**config.mk**
```make
export PLATFORM = sky130hd
export DESIGN_NAME = ysyx_22050039_ifu
export DESIGN_NICKNAME = d
export VERILOG_FILES = /design/src/rtl/ysyx_22050039_pkg.sv /design/src/rtl/ysyx_22050039_reg.sv /design/src/rtl/ysyx_22050039_ifu.sv
export SDC_FILE = /design/constraint.sdc
export NUM_CORES = 1
export LEC_CHECK = 0
export ABC_CLOCK_PERIOD_IN_PS = 3570
export CAP_MARGIN = 20
export CORE_MARGIN = 2
export CORE_UTILIZATION = 46
export DETAILED_ROUTE_END_ITERATION = 10
export GPL_TIMING_DRIVEN = 0
export HOLD_SLACK_MARGIN = 0.12
export PLACE_DENSITY = 0.9
export SLEW_MARGIN = 20
export SYNTH_ARGS = -nofsm -noshare
export SYNTH_HDL_FRONTEND = slang
export SYNTH_SLANG_ARGS = --single-unit
export TNS_END_PERCENT = 30
```
**constraint.sdc**
```tcl
create_clock -name clk -period 3.57 [get_ports clk]
set_clock_uncertainty 0.15 [all_clocks]
set_input_delay 0.5355 -clock clk [delete_from_list [all_inputs] [get_ports clk]]
set_output_delay 0.5355 -clock clk [all_outputs]
set_load 0.03 [all_outputs]
```
**src/rtl/ysyx_22050039_pkg.sv**
```systemverilog
// Shared types and constants for the ysyx_22050039 fetch slice.
package ysyx_22050039_pkg;

  localparam int INST_W = 32;
  localparam logic [63:0] DEFAULT_RESET_PC = 64'h0000_0000_8000_0000;

  typedef enum logic [1:0] {
    S_REQ   = 2'd0,
    S_WAIT  = 2'd1,
    S_OUT   = 2'd2,
    S_FAULT = 2'd3
  } ifu_state_e;

endpackage

```
**src/rtl/ysyx_22050039_reg.sv**
```systemverilog
// Register with enable and asynchronous active-low reset to RESET_VAL.
module ysyx_22050039_reg #(
  parameter int               WIDTH     = 1,
  parameter logic [WIDTH-1:0] RESET_VAL = '0
) (
  input  logic             clk,
  input  logic             rst_n,
  input  logic             en,
  input  logic [WIDTH-1:0] d,
  output logic [WIDTH-1:0] q
);

  logic [WIDTH-1:0] data_q;

  always_ff @(posedge clk or negedge rst_n) begin
    if (!rst_n) begin
      data_q <= RESET_VAL;
    end else if (en) begin
      data_q <= d;
    end
  end

  assign q = data_q;

endmodule

```
**src/rtl/ysyx_22050039_ifu.sv**
```systemverilog
// Multi-cycle instruction fetch unit: REQ -> WAIT -> OUT, redirect has top priority.
// Define YSYX_22050039_IFU_ALIGN_CHECK_EN to trap misaligned PCs in S_FAULT.
module ysyx_22050039_ifu
  import ysyx_22050039_pkg::*;
#(
  parameter int              XLEN     = 64,
  parameter logic [XLEN-1:0] RESET_PC = XLEN'(DEFAULT_RESET_PC)
) (
  input  logic              clk,
  input  logic              rst,
  output logic              imem_req_valid,
  input  logic              imem_req_ready,
  output logic [XLEN-1:0]   imem_req_addr,
  input  logic              imem_resp_valid,
  input  logic [INST_W-1:0] imem_resp_data,
  output logic              inst_valid,
  input  logic              inst_ready,
  output logic [INST_W-1:0] inst,
  output logic [XLEN-1:0]   inst_pc,
  input  logic              redirect_valid,
  input  logic [XLEN-1:0]   redirect_pc,
  output logic              misalign,
  output ifu_state_e        dbg_state
);

  // Handshakes: a transfer happens on a rising edge where valid and ready are
  // both high; valid never depends combinationally on the matching ready.

  ifu_state_e        state_q, state_d;
  logic [XLEN-1:0]   pc_q, pc_d;
  logic              pc_en;
  logic [INST_W-1:0] inst_q;
  logic              inst_en;
  logic              kill_q, kill_d;

  ysyx_22050039_reg #(.WIDTH(XLEN), .RESET_VAL(RESET_PC)) u_pc_reg (
    .clk(clk), .rst_n(rst), .en(pc_en), .d(pc_d), .q(pc_q)
  );

  ysyx_22050039_reg #(.WIDTH(INST_W), .RESET_VAL('0)) u_inst_reg (
    .clk(clk), .rst_n(rst), .en(inst_en), .d(imem_resp_data), .q(inst_q)
  );

  ysyx_22050039_reg #(.WIDTH(1), .RESET_VAL(1'b0)) u_kill_reg (
    .clk(clk), .rst_n(rst), .en(1'b1), .d(kill_d), .q(kill_q)
  );

  always_ff @(posedge clk or negedge rst) begin
    if (!rst) begin
      state_q <= S_REQ;
    end else begin
      state_q <= state_d;
    end
  end

  always_comb begin
    state_d = state_q;
    pc_d    = pc_q;
    pc_en   = 1'b0;
    inst_en = 1'b0;
    kill_d  = kill_q;
    unique case (state_q)
      S_REQ: begin
        if (redirect_valid) begin
          pc_en = 1'b1;
          pc_d  = redirect_pc;
          // The request already accepted is for the stale PC; drop its response.
          if (imem_req_ready) begin
            state_d = S_WAIT;
            kill_d  = 1'b1;
          end
        end else if (imem_req_ready) begin
          state_d = S_WAIT;
        end
      end
      S_WAIT: begin
        if (redirect_valid) begin
          pc_en = 1'b1;
          pc_d  = redirect_pc;
          if (imem_resp_valid) begin
            state_d = S_REQ;
            kill_d  = 1'b0;
          end else begin
            kill_d  = 1'b1;
          end
        end else if (imem_resp_valid) begin
          if (kill_q) begin
            state_d = S_REQ;
            kill_d  = 1'b0;
          end else begin
            inst_en = 1'b1;
            state_d = S_OUT;
          end
        end
      end
      S_OUT: begin
        if (redirect_valid) begin
          pc_en   = 1'b1;
          pc_d    = redirect_pc;
          state_d = S_REQ;
        end else if (inst_ready) begin
          pc_en   = 1'b1;
          pc_d    = pc_q + XLEN'(4);
          state_d = S_REQ;
        end
      end
`ifdef YSYX_22050039_IFU_ALIGN_CHECK_EN
      S_FAULT: begin
        if (redirect_valid) begin
          pc_en   = 1'b1;
          pc_d    = redirect_pc;
          state_d = S_REQ;
        end
      end
`endif
      default: state_d = S_REQ;
    endcase
`ifdef YSYX_22050039_IFU_ALIGN_CHECK_EN
    // Alignment is judged on the PC that S_REQ would present next cycle.
    if (state_d == S_REQ && pc_d[1:0] != 2'b00) begin
      state_d = S_FAULT;
    end
`endif
  end

  assign imem_req_valid = (state_q == S_REQ);
  assign imem_req_addr  = pc_q;
  assign inst_valid     = (state_q == S_OUT);
  assign inst           = inst_valid ? inst_q : '0;
  assign inst_pc        = inst_valid ? pc_q : '0;
  assign dbg_state      = state_q;

`ifdef YSYX_22050039_IFU_ALIGN_CHECK_EN
  assign misalign = (state_q == S_FAULT);
`else
  assign misalign = 1'b0;
`endif

endmodule

```
==> results_dict.tcl <==
set metrics [dict create \
    core.rowCount 42 \
    p_comb_share_pct 35.4 \
    clock_power_share_pct 23.8 \
    worstPathMaxFanout 10 \
    synthCells 718 \
    rr_startpoint "dbg_state[0]" \
    fmax_mhz 290 \
    dpl.cell_count 1159 \
    hold_class "register to register" \
    yosys.area_share.adder_pct 0.198 \
    power.share.sequential_pct 40.8 \
    via_per_inst 6.29 \
    final_cell_area_sq_um 9550 \
    syn-cell-area_sq_um 6330 \
    finalSetupViolCount 0 \
    syn_nets 821 \
    die_w_um 121 \
    initial_utilization_pct 47.4 \
    startpoint "dbg_state[0]" \
    synth_cell_type_count 75 \
    total_power_w 0.00417 \
    stdcell_count 1177 \
    grt_pass1_vias 7141 \
    synth_compound_area_share_pct 18.1 \
    power_switching_share_pct 36.5 \
    wl_per_cell_um 21.8 \
    wirelength_um 25700 \
    place_congestion 0.976 \
    num_vias 7404 \
    synth_area_leader_cell "dfrtp_1" \
    whs_ns 0.336 \
    setup_tns_ns 0 \
    relSlewSlack_pct 41.8 \
    drc_errors 0 \
    p_sw_w 0.00152 \
    cts_buffer_depth 2 \
    layout_commonest_cell "clkdlybuf4s50_1" \
    ff2ff_path_depth 6 \
    placed_cell_area_sq_um 9220 \
    finalHoldViolations 0 \
    arrival_ns 2.76 \
    drtIter0Drc 889 \
    grt_antenna_before_repair 0 \
    die_h_um 121 \
    endpoint "inst_pc[4]" \
    fin_crit_ns 3.45 \
    grt_pass1_wl_um 39000 \
    yosys_warnings 0 \
    synth_edf_count 0 \
    reg2reg_slack_ns 0.52 \
    clkLatencyLatePin_ns 0.35 \
    async_flop_share_pct 100 \
    synth.avg_cell_area_sq_um 8.82 \
    crit_type "register to output port" \
    synthSimpleGateAreaFrac_pct 31.6 \
    grt.overflow.total 0 \
    synth_mux_area_share_pct 6.84 \
    grt_max_degree 74 \
    dp_hpwl_um 18600 \
    synth_ff_type "dfrtp_1" \
    worst_slew_pin_slew_ns 0.865 \
    synth_top_family_by_area "simple AND/OR/NAND/NOR gates" \
    coreArea_sq_um 13300 \
    nFillCells 1054 \
    clkTransAtPathRegs_ns 0.06 \
    drt_pass1_iterations 6 \
    grt_setup_unrepaired "no" \
    synth_top_cell_area_share_pct 38.7 \
    final_max_slew_viol_count 0 \
    ys_top_cells_by_area "dfrtp_1 (39%), and2_1 (9.6%), nand2_1 (4.0%)" \
    p_per_area_nw_per_um2 437 \
    yosysSeqAreaShare_pct 39.2 \
    finalCritPeriodShare_pct 96.6 \
    cts_tree "done" \
    final_nets 1099 \
    run_status "finished, final reports clean" \
    cts_buffers 9 \
    cp.required_ns 2.88 \
    n_antenna_cell 0 \
    dieArea_sq_um 14700 \
    critPathCaptureType "output port" \
    power.leakage_nw 3.67 \
    reg2reg_to "u_pc_reg.q[53]" \
    layout-drive-gt1-share_pct 7.09 \
    cp-start-kind "register" \
    synth_xor_area_share_pct 0 \
    layout_common_cells "clkdlybuf4s50_1 (263), dfrtp_1 (98), and2_1 (97), nand2_1 (67), nor2_1 (44)" \
    drtAntennaViolNets 0 \
    ys_ff_latch 99 \
    grt_usage_pct 34.3 \
    maxCapViolCount 0 \
    ir_drop_mv 0.208 \
    syn2layout_area_growth_pct 50.8 \
    root_buffer "clkbuf_16" \
    cellInternalPower_w 0.00265 \
    num_io_pins 267 \
    clock-sinks 99 \
    cts_max_level 3 \
    port_buffers 264 \
]
## critical path, stage by stage, from the launching register on
cell	delay (ns)
dfrtp_1	0.44
nand2b_2	0.38
clkinvlp_4	0.17
buf_4	0.20
clkbuf_1	0.33
and2_1	0.20
clkdlybuf4s50_1	0.68
## synthesized netlist by cell type (3+ instances only)
cell type  instances
o41ai_1            3
a211oi_1          11
inv_1              8
a221o_1            4
a31oi_1            7
dfrtp_1           98
nor4_1            13
a32oi_1            3
or4_1              4
a311oi_1           8
o32ai_1            6
and3_1            15
nor3_1            20
nand2_1           67
a22oi_1            6
mux2_2            21
nand3_1           34
a2bb2oi_1          5
a21oi_1           40
o22a_1            10
mux2i_1            5
mux2_1            13
or3_1              5
nand2b_1           6
o22ai_1           10
and2_1            97
clkbuf_1          45
and4_1             7
buf_2              7
o21ai_0           15
nor2_1            44
nand4_1           21
o31ai_1            4
## per-stage QoR
| stage | setup WS [ns] | utilization, % |
|---|---|---|
| 6_report | 0.121 | 71.5 |
| 5_1_grt | 0.0315 | 71.5 |
| 4_1_cts | 0.0911 | 71.5 |
| 3_5_place_dp | 0.00949 | 69.1 |
| 3_3_place_gp | -1.98 | 68.9 |
| 2_1_floorplan | 1.01 | - |
## worst min path at each step
stage | startpoint | end | slack [ns] | cells past startpoint
floorplan | rst | dbg_state[0] | 0.09 | 0
global placement | u_inst_reg.q[22] | u_inst_reg.q[22] | 0.31 | 1
detailed placement | rst | u_pc_reg.q[17] | 0.27 | 1
CTS | u_inst_reg.q[14] | u_inst_reg.q[14] | 0.34 | 1
global route | u_inst_reg.q[18] | u_inst_reg.q[18] | 0.36 | 1
finish | u_inst_reg.q[14] | u_inst_reg.q[14] | 0.34 | 1
## state kept, by name, indices dropped and copies added, names as in the netlist
name and flops:
dbg_state 2, u_inst_reg.q 32, u_kill_reg.q 1, u_pc_reg.q 64
## power by group through the flow
stage | combinational, W | clock (W) | sequential, W
after CTS | 0.00147 | 0.00101 | 0.00169
after global placement | 0.00143 | 0 | 0.00169
after floorplan | 0.000632 | 0 | 0.00183
final | 0.00148 | 0.000994 | 0.00170
after global routing | 0.00156 | 0.00105 | 0.00174
after detailed placement | 0.00146 | 0 | 0.00171
## per-layer routing
metal / wire length (um) / up-vias / part of all wire (%) / global-route usage, %
met5: 0 / - / 0 / 0
met3: 3390 / 108 / 13 / 8.32
li1: - / 3227 / - / -
met1: 9210 / 3450 / 36 / 42.6
met4: 1270 / 0 / 4.9 / 16.6
met2: 11800 / 619 / 46 / 56.0
## timing repair
item	in CTS	in global routing
hold buffers	1	0
setup endpoints to repair	90	3
setup buffers	2	0
endpoints found under the hold margin	26	0
cloned	0	0
gates resized for setup	3	2
## cells by family after synthesis
| family | count (synthesis) |
|---|---|
| simple gates | 353 |
| compound gates | 161 |
| flops | 99 |
| buf+inv | 64 |
| mux | 39 |
| fa+ha+maj | 1 |
| other cells | 1 |
## cell type report
cell class | instances | area [sq um] | share of cell area, %
Buffer | 55 | 229 | 2.40
Clock buffer | 11 | 243 | 2.54
Clock inverter | 5 | 52.6 | 0.550
Inverter | 8 | 33.8 | 0.354
Multi-Input combinational cell | 555 | 3590 | 37.6
Sequential cell | 99 | 2480 | 26.0
Tap cell | 176 | 220 | 2.31
Timing Repair Buffer | 268 | 2700 | 28.2
Note: power is estimated with default switching activity, not from simulation.
